==> src/rtl/level_alarm_controller.sv <==
// Tank level supervisor: hysteresis fill-pump control with overflow/underflow alarms
// and a fault state. Every non-fault state change needs CONFIRM_SAMPLES consecutive samples.
//
// state  | meaning
// NORMAL | level between thresholds, pump off
// LOW    | filling, pump on, underflow indicated
// HIGH   | overflow alarm, alarm_led blinking
// FAULT  | bad level or thresholds seen, alarm_led blinking
module level_alarm_controller #(
  parameter int CONFIRM_SAMPLES = 4,
  parameter int BLINK_CYCLES    = 50_000_000,
  parameter int LEVEL_MAX       = 100
) (
  input  logic       clk_100MHz,
  input  logic       reset,
  input  logic       sample_valid,
  input  logic [7:0] level,
  input  logic [7:0] high_threshold,
  input  logic [7:0] low_threshold,
  output logic       pump_on,
  output logic       overflow_alarm,
  output logic       underflow,
  output logic       fault,
  output logic       alarm_led,
  output logic [1:0] state
);

  typedef enum logic [1:0] {
    NORMAL = 2'd0,
    LOW    = 2'd1,
    HIGH   = 2'd2,
    FAULT  = 2'd3
  } state_t;

  localparam int BW = (BLINK_CYCLES > 1) ? $clog2(BLINK_CYCLES) : 1;
  localparam logic [BW-1:0] BLINK_LAST = BW'(BLINK_CYCLES - 1);
  localparam logic [7:0]    LVL_MAX    = 8'(LEVEL_MAX);
  localparam logic [3:0]    CONFIRM    = 4'(CONFIRM_SAMPLES);

  state_t          state_q, state_d;
  state_t          cand_q, cand_d;
  state_t          target;
  logic [3:0]      cnt_q, cnt_d, cnt_inc, cnt_next;
  logic [BW-1:0]   blink_q, blink_d;
  logic            led_q, led_d;
  logic            bad, qual;

  always_ff @(posedge clk_100MHz) begin
    if (reset) begin
      state_q <= NORMAL;
      cand_q  <= NORMAL;
      cnt_q   <= '0;
      blink_q <= '0;
      led_q   <= 1'b0;
    end else begin
      state_q <= state_d;
      cand_q  <= cand_d;
      cnt_q   <= cnt_d;
      blink_q <= blink_d;
      led_q   <= led_d;
    end
  end

  always_comb begin
    state_d  = state_q;
    cand_d   = cand_q;
    cnt_d    = cnt_q;
    target   = NORMAL;
    qual     = 1'b0;
    cnt_next = '0;
    cnt_inc  = (cnt_q == CONFIRM) ? cnt_q : cnt_q + 4'd1;
    bad      = (level > LVL_MAX) || (high_threshold > LVL_MAX) ||
               (high_threshold <= low_threshold);

    if (sample_valid) begin
      if (bad) begin
        state_d = FAULT;
        cnt_d   = '0;
        cand_d  = NORMAL;
      end else begin
        unique case (state_q)
          NORMAL: begin
            if (level <= low_threshold) begin
              qual   = 1'b1;
              target = LOW;
            end else if (level > high_threshold) begin
              qual   = 1'b1;
              target = HIGH;
            end
          end
          LOW:   qual = (level >= high_threshold);
          HIGH:  qual = (level < high_threshold);
          FAULT: qual = 1'b1;
        endcase

        if (!qual) begin
          cnt_d  = '0;
          cand_d = NORMAL;
        end else begin
          // A switch of candidate direction in NORMAL starts a fresh streak.
          cnt_next = (state_q == NORMAL && target != cand_q) ? 4'd1 : cnt_inc;
          if (cnt_next >= CONFIRM) begin
            state_d = target;
            cnt_d   = '0;
            cand_d  = NORMAL;
          end else begin
            cnt_d  = cnt_next;
            cand_d = target;
          end
        end
      end
    end
  end

  // Blink phase restarts on every state change so the first toggle lands
  // BLINK_CYCLES after entry.
  always_comb begin
    blink_d = '0;
    led_d   = 1'b0;
    if (state_d == state_q && (state_q == HIGH || state_q == FAULT)) begin
      if (blink_q == BLINK_LAST) begin
        blink_d = '0;
        led_d   = ~led_q;
      end else begin
        blink_d = blink_q + 1'b1;
        led_d   = led_q;
      end
    end
  end

  assign state          = state_q;
  assign pump_on        = (state_q == LOW);
  assign underflow      = (state_q == LOW);
  assign overflow_alarm = (state_q == HIGH);
  assign fault          = (state_q == FAULT);
  assign alarm_led      = led_q;

endmodule

==> config.mk <==
export PLATFORM = sky130hd
export DESIGN_NAME = level_alarm_controller
export DESIGN_NICKNAME = d
export VERILOG_FILES = /design/src/rtl/level_alarm_controller.sv
export SDC_FILE = /design/constraint.sdc
export NUM_CORES = 1
export LEC_CHECK = 0
export BUFFER_PORTS_ARGS = -buffer_cell sky130_fd_sc_hd__clkbuf_2
export CORE_MARGIN = 2
export CORE_UTILIZATION = 51
export DETAILED_ROUTE_END_ITERATION = 8
export PLACE_DENSITY_LB_ADDON = 0.1
export SYNTH_ARGS = -nofsm -noshare
export SYNTH_HDL_FRONTEND = slang
export SYNTH_SLANG_ARGS = --single-unit
==> constraint.sdc <==
create_clock -name clk_100MHz -period 3.3 [get_ports clk_100MHz]
set_input_delay 0.165 -clock clk_100MHz [delete_from_list [all_inputs] [get_ports clk_100MHz]]
set_output_delay 0.165 -clock clk_100MHz [all_outputs]
set_load 0.005 [all_outputs]
==> run summary, run 1 <==
status = finished clean
post-synth net total = 337
most common cell after layout, fill and taps aside = sky130_fd_sc_hd__nor2_1
setup slack after placement = 0.372 ns
number of buffers on the longest clock path = 2
global placer's final weighted congestion = 0.889
hpwl dp = 3770 um
remaining number of nets flagged by the antenna check after routing = 0
Filler Cells Inserted = 410
Port-buffer cells = 33
cells along the critical path = clkbuf_2, inv_1, ha_1, a211o_1, a21oi_2, o211ai_1, nor4_1, a21boi_1, or2_1, o21ai_1, nor2_1
hold buffer count at cts = 0
final cell count without fillers = 372
number of storage elements in the synthesis netlist = 35
chip height = 71.5 um
number of clock sinks seen by CTS = 35
source of the worst hold timing path = reset
number of enable flip-flop cells after synthesis = 0
most common flop cell mapped by yosys = sky130_fd_sc_hd__dfxtp_1
row cnt = 24
biggest cell delay along the critical path = 0.72 ns
Post-CTS Setup Repair Bufs = 0
Arrival @ worst endpoint = 2.73 ns
# setup viols final = 0
transition time of the tightest slew-check pin = 0.842 ns
Post-Place Cells = 364
first-pass GRT wire length = 8020 um
terminating pin of the worst hold path = cand_q[1]
number of iterations in the first detailed-routing pass = 4
number of global-route vias before repair = 1941
total vias in the final route = 2021
DIE WIDTH = 71.5 um
average wire length per cell after detail routing = 12.4 um
share of the clock period used by the worst path after layout = 78.6%
commonest non-fill, non-tap cells in the layout = sky130_fd_sc_hd__nor2_1 (48), sky130_fd_sc_hd__dfxtp_1 (35), sky130_fd_sc_hd__clkbuf_2 (33), sky130_fd_sc_hd__ha_1 (27), sky130_fd_sc_hd__inv_1 (25)
maximum number of pins on one net before global-route repair = 17
gr ovfl total = 0
number of top-level pins = 34
clock network latency to the later pin of the worst-skew pair = 0.29 ns
Slew Limit Headroom = 43.5%
cells after synthesis = 283
Crit-path slowest cell = sky130_fd_sc_hd__o21ai_1
final sum of negative setup slack = 0 ns
element type at the critical path end = flop
number of nets at the end of the flow = 373
layout overhead on the synthesized area = 12.0%
final-report hold violation count = 0
number of instances on the worst hold path = 2
CP Launch Point = high_threshold[5]
reg-to-reg slack, setup = 0.96 ns
area of the mapped netlist = 0.00233 mm2
number of different library cells in the post-synthesis netlist = 44
type of origin of the critical path = input pin
average cell area after synthesis = 8.22 um2
initial detailed-routing violation count = 71
clock transition at the registers of the reported paths = 0.07 ns
antenna violations before repair = 0
power density over the cells = 333 mW/mm2
worst IR drop on VDD = 0.197 mV
effective utilization at floorplan = 53.1%
critical path start-end classification = input pin to flop
Post-synth ARST share = 0%
timing-limited maximum frequency = 0.386 GHz
share of final-layout standard cells stronger than drive strength 1 = 13.4%
count of max-cap constraint violations = 0
pins over their slew limit = 0
post-DR vias/cell = 5.43
number of buffers created by CTS = 5
worst-case setup margin in the final layout = 0.707 ns
Period minus WS final = 2.59 ns
unrepaired setup endpoints after global routing = no
overall routed net length = 4600 um
data required time at the worst endpoint = 3.44 ns
total die area = 0.00512 mm2
TritonCTS clock tree = built
cell count of the worst reg-to-reg path = 8
# H-tree levels = 2
Crit Reg-Reg Startpoint = cand_q[1]
Antenna diodes = 0
Total GRT Usage = 19.4%
type of the most critical hold path = input pin to flop
fraction of the yosys area taken by sequential cells = 30.1%
buffer cell driving the clock tree root = sky130_fd_sc_hd__clkbuf_8
leakage = 1.12 nW
core area = 0.00438 mm2
Reg-to-Reg End = blink_q[6]
worst clock skew on the final layout = 0.00960 ns
total of warnings raised by yosys = 0
maximum fanout along the worst path = 11
post-cts gate resize count = 0
post-detailed-route DRC marker count = 0
-- synthesized netlist by cell type (2+ instances only) --
library cell,n,area [um2]
sky130_fd_sc_hd__nor2_1,48,180
sky130_fd_sc_hd__dfxtp_1,35,701
sky130_fd_sc_hd__ha_1,27,338
sky130_fd_sc_hd__inv_1,25,93.8
sky130_fd_sc_hd__xor2_1,16,140
sky130_fd_sc_hd__nand2_1,15,56.3
sky130_fd_sc_hd__nand3_1,13,65.1
sky130_fd_sc_hd__nand4_1,13,81.3
sky130_fd_sc_hd__a21oi_1,11,55.1
sky130_fd_sc_hd__xnor2_1,9,78.8
sky130_fd_sc_hd__nor2b_1,8,50.1
sky130_fd_sc_hd__o211ai_1,7,52.6
sky130_fd_sc_hd__and2_1,5,31.3
sky130_fd_sc_hd__o21ai_0,5,25.0
sky130_fd_sc_hd__and4_1,4,35.0
sky130_fd_sc_hd__nor4_1,4,25.0
sky130_fd_sc_hd__and3_1,3,18.8
sky130_fd_sc_hd__nor3_1,3,15.0
sky130_fd_sc_hd__a211o_1,2,17.5
sky130_fd_sc_hd__a32o_1,2,20.0
sky130_fd_sc_hd__buf_6,2,22.5
sky130_fd_sc_hd__o21a_1,2,15.0
sky130_fd_sc_hd__o31a_1,2,17.5
sky130_fd_sc_hd__or2_1,2,12.5
-- sequential cells by signal, summed over array words and instances (netlist names) --
name / cells
alarm_led: 1
blink_q: 26
cand_q: 2
cnt_q: 4
state: 2
-- worst max-delay path, delay by kind of cell --
kind,cells,cell delay (ns)
compound gates,5,1.42
fa+ha+maj,1,0.31
buf+inv,2,0.16
simple gates,3,0.68
-- worst max path at each step --
stage | depth (start not counted) | end
global placement | 11 | blink_q[4]
CTS | 11 | blink_q[18]
finish | 11 | blink_q[6]
global route | 11 | blink_q[16]
detailed placement | 11 | blink_q[18]
floorplan | 12 | blink_q[22]
-- power breakdown --
part | total [W] | switching, W | internal (W) | leakage, nW
clock | 0.000298 | 0.000151 | 0.000147 | 0.0412
combinational | 0.000141 | 0.0000791 | 0.0000618 | 0.798
sequential | 0.000429 | 0.00000428 | 0.000425 | 0.283
-- cell type report --
class | instances | area, um2 | share of cell area, %
multi-input cells | 219 | 1500 | 57.4
flip-flops and latches | 35 | 701 | 26.9
repair buffers | 33 | 165 | 6.34
inverters | 25 | 93.8 | 3.60
clock buffers | 6 | 72.6 | 2.78
well taps | 52 | 65.1 | 2.50
clock inverters | 2 | 12.5 | 0.480
-- logic make-up (layout without fill, tap and decap cells) --
kind of cell | count (synthesis) | in the layout | share of synthesized area, %
simple gates | 120 | 120 | 25.2
compound gates | 46 | 46 | 14.8
flops | 35 | 35 | 30.1
buf+inv | 29 | 66 | 5.54
fa+ha+maj | 27 | 27 | 14.5
xor+xnor | 25 | 25 | 9.41
mux | 1 | 1 | 0.430
-- metrics by stage --
| step | power (W) | hold slack, ns | util, % | cell area, um2 |
|---|---|---|---|---|
| after floorplan | 0.000533 | 0.234 | - | 2330 |
| after global placement | 0.000578 | 0.399 | 57.5 | 2520 |
| after detailed placement | 0.000580 | 0.406 | 57.5 | 2520 |
| after CTS | 0.000876 | 0.103 | 59.4 | 2610 |
| after global routing | 0.000918 | 0.116 | 59.4 | 2610 |
| final | 0.000868 | 0.107 | 59.4 | 2610 |
-- per-layer routing --
| metal | share of wire, % | track usage (%) | up-vias |
|---|---|---|---|
| li1 | - | - | 1071 |
| met1 | 47 | 23.2 | 920 |
| met2 | 49 | 34.6 | 24 |
| met3 | 2.9 | 4.64 | 6 |
| met4 | 1.0 | 5.66 | 0 |
| met5 | 0 | 0 | - |
(Power assumes the default switching activity.)
==> run 2, diff against run 1 <==
- clock period: 3.3 -> 2.3 ns (I/O delays scaled with it)
==> run summary, run 2 (synthesis gave the netlist of run 1 again) <==
post-detailed-route DRC marker count = 0 (unchanged)
first-pass GRT wire length = 8210 um (+2.4%)
number of top-level pins = 34 (unchanged)
largest reg by FF count = blink_q
row cnt = 24 (unchanged)
total vias in the final route = 2070 (+2.4%)
total net switching power = 0.000334 W (+43%)
timing-limited maximum frequency = 0.489 GHz
Total GRT Usage = 19.5% (+0.10 points)
effective utilization at floorplan = 53.1% (unchanged)
hpwl dp = 3730 um (-0.95%)
share of total power in sequential cells = 49.2% (-0.3 points)
timing endpoint of the critical path = state[0]
data required time at the worst endpoint = 2.51 ns (-0.93 ns)
final-report hold violation count = 0 (unchanged)
DIE WIDTH = 71.5 um (unchanged)
unrepaired setup endpoints after global routing = no
worst clock skew on the final layout = 0.00611 ns (-0.00350 ns)
TritonCTS clock tree = built
biggest cell delay along the critical path = 0.30 ns (-0.42 ns)
gr ovfl total = 0 (unchanged)
power density over the cells = 467 mW/mm2 (+40%)
number of nets at the end of the flow = 382 (+2.4%)
Crit-path slowest cell = sky130_fd_sc_hd__a211o_1
maximum fanout along the worst path = 7 (-4)
Antenna diodes = 0 (unchanged)
type of the most critical hold path = input pin to flop
maximum number of pins on one net before global-route repair = 17 (unchanged)
net switching share of the total power = 26.6% (-0.33 points)
Post-CTS Setup Repair Bufs = 0 (unchanged)
share of final-layout standard cells stronger than drive strength 1 = 15.8% (+2.4 points)
pins over their slew limit = 0 (unchanged)
clock transition at the registers of the reported paths = 0.07 ns (about the same)
antenna violations before repair = 0 (unchanged)
number of iterations in the first detailed-routing pass = 4 (unchanged)
Reg-to-Reg End = blink_q[24]
most common cell after layout, fill and taps aside = sky130_fd_sc_hd__nor2_1
buffer cell driving the clock tree root = sky130_fd_sc_hd__clkbuf_8
initial detailed-routing violation count = 71 (unchanged)
transition time of the tightest slew-check pin = 0.447 ns (-0.395 ns)
count of max-cap constraint violations = 0 (unchanged)
Post-Place Cells = 373 (+2.5%)
CP Launch Point = high_threshold[5]
final cell count without fillers = 381 (+2.4%)
total die area = 0.00512 mm2 (unchanged)
average wire length per cell after detail routing = 12.0 um (-3.3%)
largest registers = blink_q (26), cnt_q (4)
overall routed net length = 4550 um (-0.94%)
number of buffers created by CTS = 5 (unchanged)
Internal Pwr Total = 0.000921 W (+45%)
Period minus WS final = 2.05 ns
Slew Limit Headroom = 70.0% (+26 points)
global placer's final weighted congestion = 0.854 (-3.9%)
end-of-flow core utilization = 61.3% (+1.8 points)
chip height = 71.5 um (unchanged)
remaining number of nets flagged by the antenna check after routing = 0 (unchanged)
power share of the clock group = 33.6% (-0.7 points)
critical path start-end classification = input pin to flop
# H-tree levels = 2 (unchanged)
number of clock sinks seen by CTS = 35 (unchanged)
type of origin of the critical path = input pin
post-cts gate resize count = 0 (unchanged)
worst IR drop on VDD = 0.326 mV (+66%)
number of buffers on the longest clock path = 2 (unchanged)
Arrival @ worst endpoint = 2.25 ns (-0.48 ns)
final sum of negative setup slack = 0 ns (unchanged)
core area = 0.00438 mm2 (unchanged)
layout overhead on the synthesized area = 15.5%
leakage = 1.17 nW (+4.3%)
hold buffer count at cts = 0 (unchanged)
reg-to-reg slack, setup = 0.38 ns (-0.58 ns)
clock network latency to the later pin of the worst-skew pair = 0.28 ns (about the same)
commonest non-fill, non-tap cells in the layout = sky130_fd_sc_hd__nor2_1 (48), sky130_fd_sc_hd__dfxtp_1 (35), sky130_fd_sc_hd__clkbuf_2 (33), sky130_fd_sc_hd__ha_1 (27), sky130_fd_sc_hd__inv_1 (25)
max reg flops = 26 (unchanged)
cell count of the worst reg-to-reg path = 9 (+1)
status = finished clean
cells along the critical path = clkbuf_2, inv_1, ha_1, a211o_1, a21oi_2, o211ai_1, nor4_1, a21boi_1, or2_1, buf_4, o31a_1, nor3_1
fraction of power consumed by combinational cells = 17.2% (+1.0 points)
Port-buffer cells = 33 (unchanged)
number of global-route vias before repair = 1982 (+2.1%)
worst hold slack after final layout = 0.0674 ns (-0.0398 ns)
post-DR vias/cell = 5.43 (about the same)
Crit Reg-Reg Startpoint = blink_q[0]
share of the clock period used by the worst path after layout = 89.0%
# setup viols final = 0 (unchanged)
element type at the critical path end = flop
total power after layout = 0.00125 W (+45%)
## run 2: area by class of cell
type	instances	area [um2]
clock inverters	2	12.5
fillers	412	1700
clock buffers	6	72.6
well taps	52	65.1
repair buffers	42	245
flip-flops and latches	35	701
inverters	25	93.8
multi-input cells	219	1500
## run 2: worst min-delay path by stage
stage	from	to	cells after the start	slack, ns
floorplan	reset	cand_q[1]	1	0.18
global placement	reset	cand_q[1]	2	0.36
detailed placement	reset	state[0]	2	0.37
CTS	reset	cand_q[1]	2	0.07
global route	reset	cand_q[1]	2	0.09
finish	reset	cand_q[1]	2	0.07
## run 2: critical path, delay by kind of cell
family                   cells  cell delay (ns)
buffers and inverters        3             0.31
AO/OA/AOI/OAI                5             0.94
AND/OR/NAND/NOR              3             0.59
adder cells (fa/ha/maj)      1             0.29
## run 2: routing by layer
metal | share of wire, % | global-route usage [%] | vias up | wire length [um]
met5 | 0 | 0 | - | 0
met4 | 0.81 | 4.82 | 0 | 37
li1 | - | - | 1086 | -
met3 | 3.9 | 3.94 | 5 | 176
met1 | 47 | 25.2 | 944 | 2160
met2 | 48 | 33.5 | 35 | 2180
## run 2: power groups by stage
stage | clock network (W) | logic [W] | registers (W)
finish | 0.000422 | 0.000216 | 0.000617
global route | 0.000462 | 0.000247 | 0.000617
CTS | 0.000438 | 0.000217 | 0.000617
detailed placement | 0 | 0.000215 | 0.000631
global placement | 0 | 0.000213 | 0.000630
floorplan | 0 | 0.000135 | 0.000629
## run 2: through the flow
step | instance area, um2 | setup WS (ns)
finish | 2690 | 0.253
global route | 2690 | 0.0432
CTS | 2690 | 0.258
detailed placement | 2600 | -0.0180
global placement | 2600 | -0.0591
floorplan | 2330 | 0.168
==> run 3, diff against run 2 <==
- PLACE_DENSITY: default -> 0.75
- PLACE_DENSITY_LB_ADDON: 0.1 -> default
==> run summary, run 3 (synthesis gave the netlist of run 1 again) <==
status = finished clean
clock network latency to the later pin of the worst-skew pair = 0.29 ns (about the same)
post-detailed-route DRC marker count = 0 (unchanged)
critical path start-end classification = input pin to flop
max reg flops = 26 (unchanged)
number of buffers on the longest clock path = 2 (unchanged)
gr ovfl total = 0 (unchanged)
worst hold slack after final layout = 0.0561 ns (-0.0114 ns)
Slew Limit Headroom = 73.7% (+3.8 points)
count of max-cap constraint violations = 0 (unchanged)
type of origin of the critical path = input pin
number of global-route vias before repair = 1918 (-3.2%)
most common cell after layout, fill and taps aside = sky130_fd_sc_hd__nor2_1
# setup viols final = 0 (unchanged)
overall routed net length = 4800 um (+5.4%)
layout overhead on the synthesized area = 16.6%
Filler Cells Inserted = 389 (-5.6%)
timing-limited maximum frequency = 0.483 GHz (-1.2%)
antenna violations before repair = 0 (unchanged)
hpwl dp = 3840 um (+2.9%)
final sum of negative setup slack = 0 ns (unchanged)
worst IR drop on VDD = 0.371 mV (+14%)
post-cts gate resize count = 0 (unchanged)
# H-tree levels = 2 (unchanged)
effective utilization at floorplan = 53.1% (unchanged)
number of nets at the end of the flow = 383 (+0.26%)
post-DR vias/cell = 5.43 (-0.14%)
Antenna diodes = 0 (unchanged)
clock transition at the registers of the reported paths = 0.07 ns (about the same)
unrepaired setup endpoints after global routing = no
commonest non-fill, non-tap cells in the layout = sky130_fd_sc_hd__nor2_1 (48), sky130_fd_sc_hd__dfxtp_1 (35), sky130_fd_sc_hd__clkbuf_2 (33), sky130_fd_sc_hd__ha_1 (27), sky130_fd_sc_hd__inv_1 (25)
setup slack after placement = -0.0692 ns (-0.0512 ns)
Arrival @ worst endpoint = 2.28 ns (+0.03 ns)
Period minus WS final = 2.07 ns (+0.0245 ns)
number of top-level pins = 34 (unchanged)
type of the most critical hold path = input pin to flop
maximum fanout along the worst path = 6 (-1)
first-pass GRT wire length = 8200 um (about the same)
core area = 0.00438 mm2 (unchanged)
largest reg by FF count = blink_q
data required time at the worst endpoint = 2.51 ns (about the same)
number of buffers created by CTS = 5 (unchanged)
number of iterations in the first detailed-routing pass = 4 (unchanged)
Post-CTS Setup Repair Bufs = 0 (unchanged)
element type at the critical path end = flop
DIE WIDTH = 71.5 um (unchanged)
largest registers = blink_q (26), cnt_q (4)
total power after layout = 0.00137 W (+9.4%)
hold buffer count at cts = 0 (unchanged)
power density over the cells = 506 mW/mm2 (+8.4%)
total vias in the final route = 2067 (-0.14%)
average wire length per cell after detail routing = 12.6 um (+5.4%)
Port-buffer cells = 33 (unchanged)
number of clock sinks seen by CTS = 35 (unchanged)
worst clock skew on the final layout = 0.00122 ns (-0.00489 ns)
maximum number of pins on one net before global-route repair = 17 (unchanged)
row cnt = 24 (unchanged)
remaining number of nets flagged by the antenna check after routing = 0 (unchanged)
TritonCTS clock tree = built
share of the clock period used by the worst path after layout = 90.1% (+1.1 points)
global placer's final weighted congestion = 0.917 (+7.3%)
Post-Place Cells = 374 (+0.27%)
worst-case setup margin in the final layout = 0.229 ns (-0.0245 ns)
final-report hold violation count = 0 (unchanged)
total die area = 0.00512 mm2 (unchanged)
pins over their slew limit = 0 (unchanged)
buffer cell driving the clock tree root = sky130_fd_sc_hd__clkbuf_8
share of final-layout standard cells stronger than drive strength 1 = 15.8% (unchanged)
final cell count without fillers = 381 (unchanged)
transition time of the tightest slew-check pin = 0.389 ns (-0.0574 ns)
Total GRT Usage = 20.2% (+0.65 points)
leakage = 1.19 nW (+1.3%)
chip height = 71.5 um (unchanged)
initial detailed-routing violation count = 90 (+27%)
==> run 3: final cells by class <==
class / instances / area [um2] / area share (%)
Clock buffer: 6 / 72.6 / 2.68
Clock inverter: 1 / 30.0 / 1.11
Inverter: 25 / 93.8 / 3.46
Multi-Input combinational cell: 219 / 1500 / 55.2
Sequential cell: 35 / 701 / 25.8
Tap cell: 52 / 65.1 / 2.40
Timing Repair Buffer: 43 / 253 / 9.32
==> run 3: stage by stage <==
step                      util [%]  area, um2
after global placement        59.5       2610
after detailed placement      59.5       2610
after floorplan                  -       2330
final                         61.8       2710
after CTS                     61.8       2710
after global routing          61.8       2710
==> run 3: worst max-delay path, cell delays in order <==
cell	delay (ns)
sky130_fd_sc_hd__clkbuf_2	0.09
sky130_fd_sc_hd__inv_1	0.04
sky130_fd_sc_hd__ha_1	0.30
sky130_fd_sc_hd__a211o_1	0.29
sky130_fd_sc_hd__a21oi_2	0.16
sky130_fd_sc_hd__o211ai_1	0.11
sky130_fd_sc_hd__nor4_1	0.20
sky130_fd_sc_hd__a21boi_1	0.12
sky130_fd_sc_hd__or2_1	0.31
sky130_fd_sc_hd__buf_4	0.18
sky130_fd_sc_hd__o31a_1	0.23
sky130_fd_sc_hd__nor3_1	0.13
==> run 3: path summary, 6_finish.rpt <==
path / depth (start not counted) / slack (ns) / endpoint / start
min reg2reg: 1 / 0.47 / blink_q[0] / blink_q[0]
max reg2reg: 9 / 0.25 / blink_q[24] / blink_q[0]
max: 12 / 0.23 / state[0] / high_threshold[5]
min: 2 / 0.06 / cand_q[1] / reset
==> run 3: routing by layer <==
layer,vias up,part of all wire [%],GRT usage [%]
li1,1090,-,-
met2,30,47,34.0
met1,938,48,25.6
met5,-,0,0
met3,9,3.3,4.22
met4,0,1.8,7.34
==> run 3: power breakdown <==
part	internal [W]	total [W]	switching, W
Combinational	0.000102	0.000221	0.000119
Clock	0.000318	0.000535	0.000218
Sequential	0.000610	0.000616	0.00000595
Total	0.00103	0.00137	0.000343
